**src/rtl/scfifo_stream_drain.sv**
```systemverilog
// scfifo_stream_drain: read-side stage for a show-ahead scfifo. It pops the
// FIFO into a 2-entry skid buffer and presents a registered valid/ready
// stream. A flush mode discards buffered and queued words. Saturating
// counters track accepted beats and stalled cycles.
module scfifo_stream_drain #(
  parameter int WIDTH     = 1,
  parameter int CNT_WIDTH = 32
) (
  input  logic                 clock,
  input  logic                 reset,
  input  logic [WIDTH-1:0]     fifo_q,
  input  logic                 fifo_empty,
  output logic                 fifo_rdreq,
  input  logic                 flush,
  output logic                 out_valid,
  output logic [WIDTH-1:0]     out_data,
  input  logic                 out_ready,
  output logic                 flush_busy,
  output logic [CNT_WIDTH-1:0] beat_count,
  output logic [CNT_WIDTH-1:0] stall_count
);

  typedef enum logic [0:0] {
    ST_RUN   = 1'b0,
    ST_FLUSH = 1'b1
  } state_t;

  state_t               state_r, state_s;
  logic [1:0]           cnt_r, cnt_s;
  logic [WIDTH-1:0]     buf0_r, buf0_s;
  logic [WIDTH-1:0]     buf1_r, buf1_s;
  logic                 out_valid_r, out_valid_s;
  logic                 pop_s;
  logic                 take_s;
  logic                 stall_s;
  logic [1:0]           slot_s;
  logic [CNT_WIDTH-1:0] beat_count_r;
  logic [CNT_WIDTH-1:0] stall_count_r;

  // Pop request: registered state and fifo_empty only, never out_ready, so no
  // combinational path runs from the downstream handshake back to the FIFO.
  always_comb begin
    pop_s = 1'b0;
    if (reset) begin
      pop_s = 1'b0;
    end else if (fifo_empty) begin
      pop_s = 1'b0;
    end else if (state_r == ST_FLUSH) begin
      pop_s = 1'b1;
    end else begin
      pop_s = (cnt_r != 2'd2);
    end
  end

  assign take_s  = out_valid_r & out_ready;
  assign stall_s = out_valid_r & ~out_ready;

  // Next-state, occupancy and buffer contents; out_valid is precomputed here
  // so the output itself comes straight from a flop.
  always_comb begin
    state_s = state_r;
    cnt_s   = cnt_r;
    buf0_s  = buf0_r;
    buf1_s  = buf1_r;
    slot_s  = cnt_r - {1'b0, take_s};
    case (state_r)
      ST_RUN: begin
        if (flush) begin
          // A handshake in this cycle still counts; everything else is dropped.
          state_s = ST_FLUSH;
          cnt_s   = 2'd0;
          buf0_s  = {WIDTH{1'b0}};
          buf1_s  = {WIDTH{1'b0}};
        end else begin
          cnt_s = cnt_r + {1'b0, pop_s} - {1'b0, take_s};
          if (take_s) begin
            buf0_s = buf1_r;
          end else begin
            buf0_s = buf0_r;
          end
          if (pop_s) begin
            if (slot_s == 2'd0) begin
              buf0_s = fifo_q;
            end else begin
              buf1_s = fifo_q;
            end
          end else begin
            buf1_s = buf1_r;
          end
        end
      end
      ST_FLUSH: begin
        // Popped words are simply not stored while flushing.
        if (!flush && fifo_empty) begin
          state_s = ST_RUN;
        end else begin
          state_s = ST_FLUSH;
        end
      end
      default: begin
        state_s = ST_RUN;
        cnt_s   = 2'd0;
      end
    endcase
    out_valid_s = (state_s == ST_RUN) && (cnt_s != 2'd0);
  end

  // State, occupancy, buffer and valid registers.
  always_ff @(posedge clock) begin
    if (reset) begin
      state_r     <= ST_RUN;
      cnt_r       <= 2'd0;
      buf0_r      <= {WIDTH{1'b0}};
      buf1_r      <= {WIDTH{1'b0}};
      out_valid_r <= 1'b0;
    end else begin
      state_r     <= state_s;
      cnt_r       <= cnt_s;
      buf0_r      <= buf0_s;
      buf1_r      <= buf1_s;
      out_valid_r <= out_valid_s;
    end
  end

  // Saturating statistics; flush leaves them untouched.
  always_ff @(posedge clock) begin
    if (reset) begin
      beat_count_r  <= {CNT_WIDTH{1'b0}};
      stall_count_r <= {CNT_WIDTH{1'b0}};
    end else begin
      if (take_s && !(&beat_count_r)) begin
        beat_count_r <= beat_count_r + {{(CNT_WIDTH-1){1'b0}}, 1'b1};
      end else begin
        beat_count_r <= beat_count_r;
      end
      if (stall_s && !(&stall_count_r)) begin
        stall_count_r <= stall_count_r + {{(CNT_WIDTH-1){1'b0}}, 1'b1};
      end else begin
        stall_count_r <= stall_count_r;
      end
    end
  end

  assign fifo_rdreq  = pop_s;
  assign out_valid   = out_valid_r;
  assign out_data    = buf0_r;
  assign flush_busy  = (state_r == ST_FLUSH);
  assign beat_count  = beat_count_r;
  assign stall_count = stall_count_r;

endmodule
```
**config.mk**
```make
export PLATFORM = sky130hd
export DESIGN_NAME = scfifo_stream_drain
export DESIGN_NICKNAME = d
export VERILOG_FILES = /design/src/rtl/scfifo_stream_drain.sv
export SDC_FILE = /design/constraint.sdc
export NUM_CORES = 1
export LEC_CHECK = 0
export ABC_AREA = 0
export CAP_MARGIN = 40
export CORE_ASPECT_RATIO = 0.75
export CORE_UTILIZATION = 52
export DETAILED_ROUTE_END_ITERATION = 16
export MAX_ROUTING_LAYER = met4
export PLACE_DENSITY = 0.93
export SYNTH_ARGS = -nofsm -noshare
export SYNTH_HDL_FRONTEND = slang
export SYNTH_SLANG_ARGS = --single-unit
```
**constraint.sdc**
```tcl
create_clock -name clock -period 2.59 [get_ports clock]
set_input_delay 0.259 -clock clock [delete_from_list [all_inputs] [get_ports clock]]
set_output_delay 0.259 -clock clock [all_outputs]
set_load 0.01 [all_outputs]
```
Word level (Yosys, flattened, before mapping)
Cells that the tools add are included.
{ "classes": {"bitwise": 5, "eq_ne": 2, "n_reduce_logical": 13, "mux": 15, "n_addsub": 5} }
{ "op_table": {"columns": ["cell", "n"], "rows": [
  ["$add 32x1->32 const B", 2],
  ["$reduce_and 32->1", 2],
  ["$mux 1", 12],
  ["$logic_and 1x1->1", 4],
  ["$mux 2", 2],
  ["$ne 2x2->1 const B", 2],
  ["$reduce_bool 2->1", 2],
  ["$sub 2x1->2", 2],
  ["$logic_not 1->1", 3],
  ["$not 1->1", 3],
  ["$reduce_and 3->1", 1],
  ["$add 2x1->2", 1],
  ["$and 1x1->1", 2],
  ["$logic_not 2->1", 1],
  ["$pmux 1 s2", 1]
]} }
{ "totals": {"reg_bits": 70, "out_inout_bits": 68, "in_bits": 6} }

Logic depth before layout (Yosys ltp)
{ "logic_depth": {"word_depth": 10, "mapped_depth": 10} }

Worst setup path before layout
Ideal clock, no wire load.
{ "synth_timing": {"kind": "register -> register", "start": "reg out_valid_r, in the netlist out_valid", "end": "reg buf0_r, in the netlist out_data", "t_arrival_ps": 2300, "required_ps": 2462, "setup_time_ps": 128, "stages_incl_launch_ff": 9, "path_slack_ps": 162, "cell_sequence": "dfxtp_1 -> nand2_1 -> clkinv_1 -> ha_1 -> inv_1 -> or4b_2 -> mux2_2 -> a22oi_1 -> nor2_1"} }
{ "synth_via": {"elab_chain_cells": 6, "word_cells_on_any_way": 7, "classes_between": "add/sub: 1; mux: 4; bitwise: 1; reduce/logical: 1"} }
{ "synth_lines": {"columns": ["element", "line_no", "rtl"], "rows": [
  ["from (decl)", "32", "logic out_valid_r, out_valid_s;"],
  ["from (signal assigned)", "121", "out_valid_r <= out_valid_s;"],
  ["$and 1x1->1 *", "55", "assign take_s = out_valid_r & out_ready;"],
  ["$sub 2x1->2", "65", "slot_s = cnt_r - {1'b0, take_s};"],
  ["$logic_not 2->1", "82", "if (slot_s == 2'd0) begin"],
  ["$mux 1", "82", null],
  ["$mux 1 *", "81", "if (pop_s) begin"],
  ["$mux 1 *", "68", "if (flush) begin"],
  ["to (signal assigned)", "113", "buf0_r <= {WIDTH{1'b0}};"],
  ["to (signal assigned)", "119", "buf0_r <= buf0_s;"],
  ["to (decl)", "30", "logic [WIDTH-1:0] buf0_r, buf0_s;"]
]} }
Mark *: on every way between the ends. The rest lies on a longest branch, timed or not.
A chain may end at the register's enable or synchronous reset.

Worst setup path after layout
{ "layout_timing": {"start": "reg stall_count_r[1], in the netlist stall_count[1]", "end": "reg stall_count_r[3], in the netlist stall_count[3]"} }
{ "layout_via": {"elab_chain_cells": 3, "word_cells_on_any_way": 4, "classes_between": "add/sub: 1; reduce/logical: 3"} }
{ "layout_lines": {"columns": ["element", "line_no", "rtl"], "rows": [
  ["from (decl)", "38", "logic [CNT_WIDTH-1:0] stall_count_r;"],
  ["from (signal assigned)", "129", "stall_count_r <= {CNT_WIDTH{1'b0}};"],
  ["from (signal assigned)", "137", "stall_count_r <= stall_count_r + {{(CNT_WIDTH-1){1'b0}}, 1'b1};"],
  ["from (signal assigned)", "139", "stall_count_r <= stall_count_r;"],
  ["branches (longest 3 deep; another with $add 32x1->32)", null, null]
]} }
Several ways; the timed one is not identified.

==> metrics.cfg <==
[run_status]
status = finished clean

[global_route]
grt_pass1_wl_um = 15300
grt_usage = 0.271
grt_remaining_overflow = 0
first_global_vias = 3261
largest_net_degree_at_the_start_of_global_routing = 79
antenna_found_initial = 0

[logic_synthesis]
synth-edff-count = 0
synth_top_area_cell = sky130_fd_sc_hd__dfxtp_1
synthTopCellsByArea = sky130_fd_sc_hd__dfxtp_1, sky130_fd_sc_hd__a21oi_1, sky130_fd_sc_hd__nand4_1
asyncSetResetFlopFracSynth = 0
post_synth_xor_area_fraction = 0.0335
synth_top_family_by_area = simple AND/OR/NAND/NOR gates
synthesized_area_fraction_occupied_by_ao_oa_aoi_and_oai_cells = 0.178
yosysTopAreaCellShare = 0.382
synth_top_flop_cell = sky130_fd_sc_hd__dfxtp_1
synth_nets = 457
synth-adder-area-share = 0.0171
synth_seq_area_share = 0.382
synth_simple_gate_area_share = 0.330
synth.most_common_cell = sky130_fd_sc_hd__dfxtp_1
number_of_instances_in_the_synthesized_netlist = 446
synth_cell_area_um2 = 3660
synth_cell_type_count = 57
syn-mean-instance-area_um2 = 8.22
synth_mux_area_frac = 0.0273
post_synth_most_frequent_cells = sky130_fd_sc_hd__dfxtp_1, sky130_fd_sc_hd__a21oi_1, sky130_fd_sc_hd__nor2_1
yosys_warnings = 0
number_of_flip_flops_and_latches_in_the_synthesized_netlist = 70

[timing]
hold_viol_final = 0
slew-limit-headroom = 0.465
report.final.setup_viol = 0
min_period_over_period = 0.928
rsz0062_at_grt = false
finClkSkew_ns = 0.00916
finalWorstPathRequiredPeriod_ns = 2.40
maxSlewViolCount = 0
maxClockFrequency_mhz = 416
timing_worst_slew_pin_value_ns = 0.803

[place]
gpl.final_weighted_congestion = 0.883
placed_cells = 600
dp_hpwl_um = 6960
portBuffers = 73

[die]
initial_utilization = 0.539
floorplan.rows = 26
io-pin-count = 74
fp.dieArea_um2 = 7390
die_height_um = 74.7
floorplan.die.width_um = 98.9
core-area_um2 = 6800

[routing]
vias_per_cell = 6.37
routed-via-count = 3925
post-route-drc-count = 0
routed_wirelength_um = 10000
post_drt_wl_per_cell_um = 16.3
pre_repair_dr_iteration_count = 6
ant_nets = 0
drt_iter0_drc = 325

[clock_tree]
post_cts.resized_instances = 0
ctsHoldBuffers = 0
cts_made_buffers = 9
cts_max_level = 3
cts_max_path_buffers = 2
cts_root_buf = sky130_fd_sc_hd__clkbuf_8
clk_pin_slew_worst_paths_ns = 0.08
numClockSinks = 70
cts.repair_timing.setup_buffer_count = 0
tritoncts = yes
clk_latency_ns = 0.37

[critical_path]
critPathKind = reg2reg
cp_max_fo = 7
critical_path.slowest_cell = sky130_fd_sc_hd__or4_1
setup.worst_path.end_class = register
cp_cell_sequence = ha_1 > nand4_1 > or4_1 > o21ai_1 > or3_1 > a21oi_1
timing.critical_path.from_type = register
cp_data_arrival_time_ns = 2.62
timing.critical_path.slowest_cell_delay_ns = 0.75
critical_path_required_ns = 2.80
cp_num_buf_inv = 0
critical_path.top_delay_family = simple AND/OR/NAND/NOR gates

[power]
vdd_ir_drop_max_mv = 0.302
leakage_component_of_the_power_nw = 1.49
cellPowerDensity_nw_per_um2 = 412
finalPower_mw = 1.95

[cells_and_area]
num_antenna_cells = 0
syn_to_final_growth_pct = 29.0
final_cell_count_no_fill = 616
layout.nets = 538
drive_above_1_share = 0.0959

[min_path]
class_of_the_tightest_hold_or_removal_check = in2reg

[flow_run]
maxCapViolations = 0

==> kinds of logic (layout without fill, tap and decap cells) <==
family,after synthesis,after routing
simple gates,208,208
buf+inv,30,116
mux,9,9
fa+ha+maj,5,5
compound gates,110,110
flops,70,70
xor+xnor,14,14
==> stage by stage <==
step	worst slack [ns]	hold WS, ns	TNS (ns)	instance area, um^2	utilization
floorplan	0.162	0.387	0	3660	-
global placement	0.0515	0.457	0	4550	0.669
detailed placement	-0.0153	0.486	-0.0153	4550	0.669
CTS	0.195	0.366	0	4730	0.695
global route	0.00122	0.403	0	4730	0.695
finish	0.185	0.369	0	4730	0.695
==> sequential cells by signal, summed over array words and instances, names as in the netlist <==
signal	flops
beat_count	32
flush_busy	1
out_data	1
buf1_r	1
cnt_r	2
out_valid	1
stall_count	32
==> where the power goes <==
part | internal [mW] | switching [mW] | total, mW
sequential | 1.08 | 0.00512 | 1.08
combinational | 0.0273 | 0.0421 | 0.0694
clock | 0.351 | 0.441 | 0.792
total | 1.46 | 0.488 | 1.95
==> final cells by class <==
type,count,area (um^2)
fill,559,2070
timing repair buffer,88,851
clock inverter,6,48.8
inverter,12,45.0
clock buffer,10,128
multi-input combinational,346,2150
sequential,70,1400
tap,84,105
==> layer usage <==
layer	global-route usage	wire [um]
met1	0.351	4400
met2	0.424	4670
met3	0.0585	795
met4	0.0912	154
met5	-	0
==> worst register-to-register path: cells and delay by family (launching register included) <==
family	cells	cell delay, ns
AOI/OAI and AO/OA	2	0.45
adders and majority gates	1	0.23
DFF	1	0.42
and+or+nand+nor	3	1.16
==> cell usage in the layout (no fill, tap or decap), drive strengths merged, types with 16 or more instances in the layout <==
| cell | n |
|---|---|
| or4 | 16 |
| nor2 | 41 |
| dfxtp | 70 |
| nand4 | 33 |
| buf | 16 |
| or3 | 24 |
| a21oi | 47 |
| clkdlybuf4s50 | 72 |
| nand3 | 16 |
| nand2 | 27 |
| o21ai | 28 |
==> worst paths after layout <==
kind,cells after the start,startpoint,end,slack [ns]
max reg2reg,6,stall_count[1],stall_count[3],0.19
min reg2reg,2,beat_count[12],beat_count[12],0.49
max,6,stall_count[1],stall_count[3],0.19
min,5,reset,buf1_r,0.37
(Power assumes the default switching activity.)
